### src/rtl/adder_tree5_sequencer_if.sv
// Handshake, result and shared-tree signals between adder_tree5_sequencer and its surroundings.
// The sequencer connects through the slave modport; the producer/consumer/tree side uses master.
interface adder_tree5_sequencer_if #(
  parameter int DATA_W = 16
);
  logic [DATA_W-1:0] i_data_a0, i_data_a1, i_data_a2, i_data_a3, i_data_a4, i_data_a5;
  logic              i_valid;
  logic              o_ready;
  logic [DATA_W-1:0] o_data_a0, o_data_a1, o_data_a2, o_data_a3, o_data_a4, o_data_a5;
  logic              o_valid;
  logic              i_ready;
  logic [DATA_W-1:0] o_tree_a0, o_tree_a1, o_tree_a2, o_tree_a3, o_tree_a4;
  logic              o_tree_enable;
  logic [DATA_W-1:0] i_tree_result;
  logic              o_busy;

  modport slave (
    input  i_data_a0, i_data_a1, i_data_a2, i_data_a3, i_data_a4, i_data_a5,
    input  i_valid, i_ready, i_tree_result,
    output o_ready, o_valid, o_busy, o_tree_enable,
    output o_data_a0, o_data_a1, o_data_a2, o_data_a3, o_data_a4, o_data_a5,
    output o_tree_a0, o_tree_a1, o_tree_a2, o_tree_a3, o_tree_a4
  );

  modport master (
    output i_data_a0, i_data_a1, i_data_a2, i_data_a3, i_data_a4, i_data_a5,
    output i_valid, i_ready, i_tree_result,
    input  o_ready, o_valid, o_busy, o_tree_enable,
    input  o_data_a0, o_data_a1, o_data_a2, o_data_a3, o_data_a4, o_data_a5,
    input  o_tree_a0, o_tree_a1, o_tree_a2, o_tree_a3, o_tree_a4
  );
endinterface

### src/rtl/adder_tree5_sequencer.sv
// Time-multiplexes one shared pipelined adder_tree5 across the six leave-one-out sums
// of a 6-word vector; results are collected and handed out as one vector.
module adder_tree5_sequencer #(
  parameter int DATA_W       = 16,
  parameter int TREE_LATENCY = 3
) (
  input logic                   i_clock,
  input logic                   i_reset,
  adder_tree5_sequencer_if.slave bus
);

  typedef enum logic [1:0] {IDLE, ISSUE, DRAIN, HOLD} state_t;

  state_t                  state_q;
  logic [DATA_W-1:0]       vec_q     [6];
  logic [DATA_W-1:0]       result_q  [6];
  logic [DATA_W-1:0]       treeOp_q  [5];
  logic [DATA_W-1:0]       inVec     [6];
  logic [2:0]              issueSlot_q;
  logic [2:0]              captureSlot_q;
  logic [TREE_LATENCY-1:0] tokPipe_q;
  logic [TREE_LATENCY-1:0] tokPipe_d;
  logic                    ready_q;
  logic                    valid_q;
  logic                    treeEnable_q;
  logic                    capture;

  assign inVec[0] = bus.i_data_a0;
  assign inVec[1] = bus.i_data_a1;
  assign inVec[2] = bus.i_data_a2;
  assign inVec[3] = bus.i_data_a3;
  assign inVec[4] = bus.i_data_a4;
  assign inVec[5] = bus.i_data_a5;

  // A token marks each issued slot; it leaves the pipe exactly when the tree presents that slot's sum.
  always_comb begin
    tokPipe_d    = '0;
    tokPipe_d[0] = (state_q == ISSUE);
    for (int i = 1; i < TREE_LATENCY; i++) begin
      tokPipe_d[i] = tokPipe_q[i-1];
    end
    capture = treeEnable_q & tokPipe_q[TREE_LATENCY-1];
  end

  always_ff @(posedge i_clock or posedge i_reset) begin
    if (i_reset) begin
      state_q       <= IDLE;
      issueSlot_q   <= '0;
      captureSlot_q <= '0;
      tokPipe_q     <= '0;
      ready_q       <= 1'b0;
      valid_q       <= 1'b0;
      treeEnable_q  <= 1'b0;
      for (int i = 0; i < 6; i++) begin
        vec_q[i]    <= '0;
        result_q[i] <= '0;
      end
      for (int j = 0; j < 5; j++) begin
        treeOp_q[j] <= '0;
      end
    end else begin
      if (treeEnable_q) begin
        tokPipe_q <= tokPipe_d;
      end
      if (capture) begin
        result_q[captureSlot_q] <= bus.i_tree_result;
        captureSlot_q           <= captureSlot_q + 3'd1;
      end

      case (state_q)
        IDLE: begin
          ready_q <= 1'b1;
          if (ready_q && bus.i_valid) begin
            vec_q         <= inVec;
            issueSlot_q   <= '0;
            captureSlot_q <= '0;
            ready_q       <= 1'b0;
            treeEnable_q  <= 1'b1;
            state_q       <= ISSUE;
            for (int j = 0; j < 5; j++) begin
              treeOp_q[j] <= (j == 0) ? inVec[5] : inVec[j];
            end
          end
        end
        ISSUE: begin
          if (issueSlot_q == 3'd5) begin
            state_q <= DRAIN;
            for (int j = 0; j < 5; j++) begin
              treeOp_q[j] <= '0;
            end
          end else begin
            issueSlot_q <= issueSlot_q + 3'd1;
            // Slot k swaps a5 into lane k; slot 5 matches no lane and so sums a0..a4.
            for (int j = 0; j < 5; j++) begin
              treeOp_q[j] <= (j == int'(issueSlot_q) + 1) ? vec_q[5] : vec_q[j];
            end
          end
        end
        DRAIN: begin
          if (capture && captureSlot_q == 3'd5) begin
            treeEnable_q <= 1'b0;
            valid_q      <= 1'b1;
            state_q      <= HOLD;
          end
        end
        HOLD: begin
          if (bus.i_ready) begin
            valid_q <= 1'b0;
            ready_q <= 1'b1;
            state_q <= IDLE;
          end
        end
        default: state_q <= IDLE;
      endcase
    end
  end

  assign bus.o_ready       = ready_q;
  assign bus.o_valid       = valid_q;
  assign bus.o_busy        = (state_q != IDLE);
  assign bus.o_tree_enable = treeEnable_q;
  assign bus.o_tree_a0     = treeOp_q[0];
  assign bus.o_tree_a1     = treeOp_q[1];
  assign bus.o_tree_a2     = treeOp_q[2];
  assign bus.o_tree_a3     = treeOp_q[3];
  assign bus.o_tree_a4     = treeOp_q[4];
  assign bus.o_data_a0     = result_q[0];
  assign bus.o_data_a1     = result_q[1];
  assign bus.o_data_a2     = result_q[2];
  assign bus.o_data_a3     = result_q[3];
  assign bus.o_data_a4     = result_q[4];
  assign bus.o_data_a5     = result_q[5];

endmodule

### src/flat_wrapper.sv
// flat-port wrapper written by rule: the top's interface ports become plain ports
module adder_tree5_sequencer_flat 
#(
  parameter int DATA_W       = 16,
  parameter int TREE_LATENCY = 3
)
  (i_clock, i_reset, bus_i_data_a0, bus_i_data_a1, bus_i_data_a2, bus_i_data_a3, bus_i_data_a4, bus_i_data_a5, bus_i_valid, bus_i_ready, bus_i_tree_result, bus_o_ready, bus_o_valid, bus_o_busy, bus_o_tree_enable, bus_o_data_a0, bus_o_data_a1, bus_o_data_a2, bus_o_data_a3, bus_o_data_a4, bus_o_data_a5, bus_o_tree_a0, bus_o_tree_a1, bus_o_tree_a2, bus_o_tree_a3, bus_o_tree_a4);
  adder_tree5_sequencer_if #(.DATA_W(DATA_W)) bus_i ();
  input logic i_clock;
  input logic i_reset;
  input wire logic [$bits(bus_i.i_data_a0)-1:0] bus_i_data_a0;
  input wire logic [$bits(bus_i.i_data_a1)-1:0] bus_i_data_a1;
  input wire logic [$bits(bus_i.i_data_a2)-1:0] bus_i_data_a2;
  input wire logic [$bits(bus_i.i_data_a3)-1:0] bus_i_data_a3;
  input wire logic [$bits(bus_i.i_data_a4)-1:0] bus_i_data_a4;
  input wire logic [$bits(bus_i.i_data_a5)-1:0] bus_i_data_a5;
  input wire logic [$bits(bus_i.i_valid)-1:0] bus_i_valid;
  input wire logic [$bits(bus_i.i_ready)-1:0] bus_i_ready;
  input wire logic [$bits(bus_i.i_tree_result)-1:0] bus_i_tree_result;
  output wire logic [$bits(bus_i.o_ready)-1:0] bus_o_ready;
  output wire logic [$bits(bus_i.o_valid)-1:0] bus_o_valid;
  output wire logic [$bits(bus_i.o_busy)-1:0] bus_o_busy;
  output wire logic [$bits(bus_i.o_tree_enable)-1:0] bus_o_tree_enable;
  output wire logic [$bits(bus_i.o_data_a0)-1:0] bus_o_data_a0;
  output wire logic [$bits(bus_i.o_data_a1)-1:0] bus_o_data_a1;
  output wire logic [$bits(bus_i.o_data_a2)-1:0] bus_o_data_a2;
  output wire logic [$bits(bus_i.o_data_a3)-1:0] bus_o_data_a3;
  output wire logic [$bits(bus_i.o_data_a4)-1:0] bus_o_data_a4;
  output wire logic [$bits(bus_i.o_data_a5)-1:0] bus_o_data_a5;
  output wire logic [$bits(bus_i.o_tree_a0)-1:0] bus_o_tree_a0;
  output wire logic [$bits(bus_i.o_tree_a1)-1:0] bus_o_tree_a1;
  output wire logic [$bits(bus_i.o_tree_a2)-1:0] bus_o_tree_a2;
  output wire logic [$bits(bus_i.o_tree_a3)-1:0] bus_o_tree_a3;
  output wire logic [$bits(bus_i.o_tree_a4)-1:0] bus_o_tree_a4;
  assign bus_i.i_data_a0 = bus_i_data_a0;
  assign bus_i.i_data_a1 = bus_i_data_a1;
  assign bus_i.i_data_a2 = bus_i_data_a2;
  assign bus_i.i_data_a3 = bus_i_data_a3;
  assign bus_i.i_data_a4 = bus_i_data_a4;
  assign bus_i.i_data_a5 = bus_i_data_a5;
  assign bus_i.i_valid = bus_i_valid;
  assign bus_i.i_ready = bus_i_ready;
  assign bus_i.i_tree_result = bus_i_tree_result;
  assign bus_o_ready = bus_i.o_ready;
  assign bus_o_valid = bus_i.o_valid;
  assign bus_o_busy = bus_i.o_busy;
  assign bus_o_tree_enable = bus_i.o_tree_enable;
  assign bus_o_data_a0 = bus_i.o_data_a0;
  assign bus_o_data_a1 = bus_i.o_data_a1;
  assign bus_o_data_a2 = bus_i.o_data_a2;
  assign bus_o_data_a3 = bus_i.o_data_a3;
  assign bus_o_data_a4 = bus_i.o_data_a4;
  assign bus_o_data_a5 = bus_i.o_data_a5;
  assign bus_o_tree_a0 = bus_i.o_tree_a0;
  assign bus_o_tree_a1 = bus_i.o_tree_a1;
  assign bus_o_tree_a2 = bus_i.o_tree_a2;
  assign bus_o_tree_a3 = bus_i.o_tree_a3;
  assign bus_o_tree_a4 = bus_i.o_tree_a4;
  adder_tree5_sequencer #(.DATA_W(DATA_W), .TREE_LATENCY(TREE_LATENCY)) u_core (.i_clock(i_clock), .i_reset(i_reset), .bus(bus_i));
endmodule
### config.mk
export PLATFORM = sky130hd
export DESIGN_NAME = adder_tree5_sequencer_flat
export DESIGN_NICKNAME = d
export VERILOG_FILES = /design/src/rtl/adder_tree5_sequencer_if.sv /design/src/rtl/adder_tree5_sequencer.sv /design/src/flat_wrapper.sv
export SDC_FILE = /design/constraint.sdc
export NUM_CORES = 1
export LEC_CHECK = 0
export BUFFER_PORTS_ARGS = -buffer_cell sky130_fd_sc_hd__clkbuf_2
export CORE_ASPECT_RATIO = 2
export CORE_MARGIN = 1
export CORE_UTILIZATION = 59
export DETAILED_ROUTE_END_ITERATION = 10
export GPL_TIMING_DRIVEN = 0
export PLACE_DENSITY = 0.89
export SYNTH_ARGS = -nofsm -noshare
export SYNTH_HDL_FRONTEND = slang
export SYNTH_SLANG_ARGS = --single-unit
### constraint.sdc
create_clock -name i_clock -period 17.25 [get_ports i_clock]
set_input_delay 3.45 -clock i_clock [delete_from_list [all_inputs] [get_ports i_clock]]
set_output_delay 3.45 -clock i_clock [all_outputs]
set_load 0.03 [all_outputs]
After elaboration in Yosys (flattened, before gate mapping)
Index checks and enable logic that the tools add are counted.

storage, ports and cells
  output and inout port bits = 180
  input port bits = 116
  logic and storage cells = 93
  register bits = 286

cells by class
  order comparisons = 2
  bitwise gates (word level) = 2
  reduce and logical (&&, ||, !) cells = 17
  add/sub/neg operators = 3
  eq/ne operators = 14
  muxes and demuxes = 31

operator list
  operator             number
  $mux 80              2
  $pmux 80 s2          1
  $bwmux 96            1
  $mux 16              6
  $eq 3x32->1 const A  2
  $demux 16 s3         1
  $eq 2x32->1 const A  1
  $eq 4x32->1 const A  1
  $logic_not 32->1     1
  $mux 3               5
  $reduce_bool 2->1    5
  $reduce_and 3->1     3
  $mux 2               4
  $pmux 2 s4           1
  $add 3x1->3 const B  2
  $eq 3x3->1 const B   2
  $mux 1               6
  $ne 2x2->1 const B   3
  $pmux 1 s2           3
  $pmux 3 s2           1
  $reduce_and 2->1     3
  $add 3x1->4 const B  1
  $eq 2x2->1 const B   2
  $ge 4x4->1 const B   1
  other kinds (8)      11

Depth between registers and ports, before layout
  depth after elaboration = 6
  gate-level depth with buffers = 8
  mapped depth without buffers = 6

Worst setup path before layout
Ideal clock, no wire load.

  kind = input port to flip-flop
  start = in bus_i_valid
  end = reg u_core.treeOp_q, in the netlist u_core.bus.o_tree_a0[15]
  path slack = 12.629 ns
  arrival = 4.486 ns
  cell stages on the path = 6
  library setup time = 0.135 ns
  required time = 17.115 ns
  buffers on the path = 2
  cell sequence = a21boi_2 nor2_1 buf_2 clkbuf_1 o2111ai_1 o211ai_1

on the way
  cells in the longest elaborated chain, start to end = 3

ends and longest elaborated chain
  what                             line                         text
  from (decl)                      flat_wrapper.sv:17           input wire logic [$bits(bus_i.i_valid)-1:0] bus_i_valid;
  $logic_and 1x1->1                adder_tree5_sequencer.sv:73  if (ready_q && bus.i_valid) begin
  $ne 2x1->1 (no line)             n/a
  $reduce_and 2->1 (no line)       n/a
  to (signal, indexed assignment)  adder_tree5_sequencer.sv:81  treeOp_q[j] <= (j == 0) ? inVec[5] : inVec[j];
  to (signal, indexed assignment)  adder_tree5_sequencer.sv:95  treeOp_q[j] <= (j == int'(issueSlot_q) + 1) ? vec_q[5] : vec_q[j];
  to (decl)                        adder_tree5_sequencer.sv:17  logic [DATA_W-1:0] treeOp_q [5];

No other way between the ends.
A chain may end at the register's enable or synchronous reset.

Worst setup path after layout
  start = reg u_core.state_q[0]
  end = out bus_o_busy

on the way
  cells in the longest elaborated chain, start to end = 1

ends and longest elaborated chain
  what                    line                          text
  from (decl)             adder_tree5_sequencer.sv:14   state_t state_q;
  from (signal assigned)  adder_tree5_sequencer.sv:47   state_q <= IDLE;
  from (signal assigned)  adder_tree5_sequencer.sv:79   state_q <= ISSUE;
  from (signal assigned)  adder_tree5_sequencer.sv:87   state_q <= DRAIN;
  $reduce_bool 2->1       adder_tree5_sequencer.sv:120  assign bus.o_busy = (state_q != IDLE);
  to (decl)               flat_wrapper.sv:22            output wire logic [$bits(bus_i.o_busy)-1:0] bus_o_busy;

No other way between the ends.

==> results_dict.tcl <==
set metrics [dict create \
    outcome "finished, final reports clean" \
    grt_setup_unrepaired "no" \
    p_leak_nw 8.38 \
    die_area_um2 24100 \
    fmax_ghz 0.187 \
    synth_top_area_share_pct 51.7 \
    dr.first_iter.drc_count 1060 \
    critPathMaxStageDelay_ns 0.40 \
    place_area_um2 15700 \
    crit_required_ns 13.80 \
    multiInputGateArea_um2 6180 \
    arrival_ns 1.90 \
    drtAntennaViolNets 0 \
    ys.flop_type "dfrtp_1" \
    yosysSeqAreaShare_pct 51.7 \
    p_int_mw 1.08 \
    crit_path_max_fanout 10 \
    die_h_um 219 \
    p_sw_mw 0.304 \
    period_share_pct 31.0 \
    drive_gt1_share_pct 37.1 \
    p_comb_share_pct 4.6 \
    clock-root-buffer "clkbuf_16" \
    fin_setup_tns_ns 0 \
    syn_to_final_growth_pct 20.5 \
    power_density_nw_per_um2 82.9 \
    final_core_util_pct 73.0 \
    grt_overflow 0 \
    path_clk_slew_ns 0.07 \
    start_kind "register" \
    syn-num-nets 1319 \
    hp-class "reg -> reg" \
    ioPinCount 296 \
    gp_congestion 0.942 \
    vias 11900 \
    vdd_drop_max_mv 0.134 \
    dp_slack_ns 11.88 \
    fin_ws_ns 11.90 \
    end_kind "primary output" \
    num-nets-final 1644 \
    finalCriticalPeriod_ns 5.35 \
    row_count 78 \
    whs_ns 0.482 \
    dp_hpwl_mm 31.6 \
    synthDistinctLibCells 58 \
    grt_max_degree 129 \
    clockBufferDepth 3 \
    dr.pass1.iters 5 \
    hold_buffers 0 \
    cts.sinks 286 \
    grt_pass1_wl_mm 67.9 \
    coreArea_um2 22800 \
    syn_area_um2 13800 \
    grt_pass1_vias 12500 \
    setup_violations 0 \
    pwr-share-clk_pct 46.4 \
    ctsResizeCount 0 \
    async_reset_ff_share_pct 100 \
    die_w_um 110 \
    crit_type "reg -> out" \
    post_drt_via_cell_ratio 6.55 \
    synth_edf_count 0 \
    cpMostUsedCell "inv_1" \
    crit_family "buffers and inverters" \
    synth_warnings 0 \
    swShare_pct 22.0 \
    syn-instance-count 1191 \
    worst_slew_pin_slew_ns 0.812 \
    antenna_found_initial 3 \
    portBuffers 295 \
    p_total_mw 1.38 \
    synth_area_leaders "dfrtp_1 (52%), mux2_2 (14%), o211ai_1 (4.9%), o21ai_0 (4.3%), a22o_1 (4.1%)" \
    numCtsBuffers 26 \
    finalHoldViolations 0 \
    path_cells "inv_1, ha_1, buf_2, inv_1, clkbuf_2" \
    clk-insertion-delay-late_ns 0.55 \
    cpMaxStageDelayCell "dfrtp_1" \
    slew_headroom_pct 45.4 \
    grtUsageTotal_pct 37.5 \
    cts_setup_buffers 0 \
    largest_register_ffs 96 \
    maxCapViolCount 0 \
    finalClockSkew_ns 0.0181 \
    yosys.area.top_type "dfrtp_1" \
    path_buf_inv 4 \
    start_util_pct 60.6 \
    finalNonFillerCells 1817 \
    wire_per_inst_um 24.2 \
    top_register "u_core.vec_q" \
    drc 0 \
    synth-seq-cells 286 \
    dp.cells 1768 \
    drt-total-wl_mm 44.0 \
    post-route-cell-area_um2 16700 \
    cts_tree "yes" \
    fillers 1646 \
    sequentialPowerShare_pct 48.9 \
    cts_htree_levels 1 \
    syn_avg_cell_area_um2 11.6 \
    report.final.slew_viol_count 0 \
    regArea_um2 7160 \
]
per-layer routing:
layer	wire length, um	vias up	global-route usage [%]
met5	22	-	0
met1	14800	5890	40.5
met3	3400	200	8.47
met2	22300	671	63.3
li1	-	5139	-
met4	3480	4	26.7
cell families (layout without fill, tap and decap cells):
kind of cell | count (synthesis) | in the layout | synth area share [%]
mux | 181 | 181 | 14.7
compound gates | 450 | 450 | 22.3
buf+inv | 117 | 461 | 3.54
xor+xnor | 2 | 2 | 0.127
other cells | 0 | 2 | 0
simple gates | 143 | 143 | 6.43
fa+ha+maj | 12 | 12 | 1.09
flops | 286 | 286 | 51.7
worst paths after layout:
| kind | start | to | slack, ns | depth (start not counted) |
|---|---|---|---|---|
| max | u_core.state_q[0] | bus_o_busy | 11.90 | 5 |
| min | u_core.vec_q[53] | u_core.vec_q[53] | 0.48 | 2 |
| max reg2reg | u_core.state_q[0] | u_core.vec_q[41] | 14.45 | 7 |
| min reg2reg | u_core.vec_q[53] | u_core.vec_q[53] | 0.48 | 2 |
| max in group asynchronous | i_reset | u_core.bus.o_data_a1[10] | 12.82 | 4 |
| min in group asynchronous | i_reset | u_core.bus.o_data_a3[5] | 2.94 | 2 |
layout by cell type (no fill, tap or decap), types with 3 or more instances in the layout:
| cell type | n |
|---|---|
| o2111ai_1 | 3 |
| a22o_1 | 65 |
| bufinv_16 | 5 |
| clkbuf_16 | 27 |
| clkbuf_8 | 5 |
| mux2_2 | 172 |
| buf_1 | 5 |
| clkinv_2 | 6 |
| and3b_1 | 16 |
| clkbuf_2 | 295 |
| mux2_1 | 8 |
| nand4bb_1 | 3 |
| clkbuf_1 | 54 |
| o211ai_1 | 90 |
| a211o_1 | 15 |
| nand2_1 | 45 |
| ha_1 | 12 |
| dfrtp_1 | 286 |
| o21ai_0 | 119 |
| a31oi_1 | 16 |
| a22oi_1 | 40 |
| inv_1 | 23 |
| a221o_1 | 9 |
| nor2_1 | 26 |
| and2_1 | 20 |
| a21oi_1 | 53 |
| a211oi_1 | 17 |
| a21o_1 | 5 |
| nand2b_1 | 16 |
| buf_2 | 34 |
Yosys cell counts, types with 2 or more instances:
master	count
dfrtp_1	286
mux2_2	172
o21ai_0	119
o211ai_1	90
a22o_1	65
a21oi_1	53
clkbuf_1	51
nand2_1	45
a22oi_1	40
buf_2	34
nor2_1	26
inv_1	24
and2_1	20
a211oi_1	17
a31oi_1	16
and3b_1	16
nand2b_1	16
a211o_1	15
ha_1	12
a221o_1	9
mux2_1	8
a21o_1	5
buf_1	5
nand4bb_1	3
o2111ai_1	3
a21boi_2	2
a221oi_1	2
buf_4	2
nor4_4	2
nor4b_4	2
o22ai_1	2
o31ai_1	2
o31ai_2	2
cell type report:
type	count	share of cell area, %
Antenna cell	2	0.0300
Buffer	92	2.37
Clock buffer	35	4.53
Clock inverter	12	1.13
Inverter	25	0.608
Multi-Input combinational cell	788	37.1
Sequential cell	286	42.9
Tap cell	280	2.10
Timing Repair Buffer	297	9.19
power groups by stage:
stage | Sequential, mW | Clock, mW | Combinational [mW]
floorplan | 0.697 | 0 | 0.0233
global placement | 0.689 | 0 | 0.0605
global route | 0.676 | 0.668 | 0.0694
finish | 0.676 | 0.642 | 0.0640
CTS | 0.676 | 0.645 | 0.0641
detailed placement | 0.689 | 0 | 0.0637
worst reg2reg max path, stage by stage (launching register included):
cell and delay [ns]:
dfrtp_1 0.38, inv_1 0.11, ha_1 0.28, buf_2 0.21
nand3_1 0.35, clkbuf_1 0.55, buf_2 0.43, mux2_2 0.38
(Power assumes the default switching activity.)
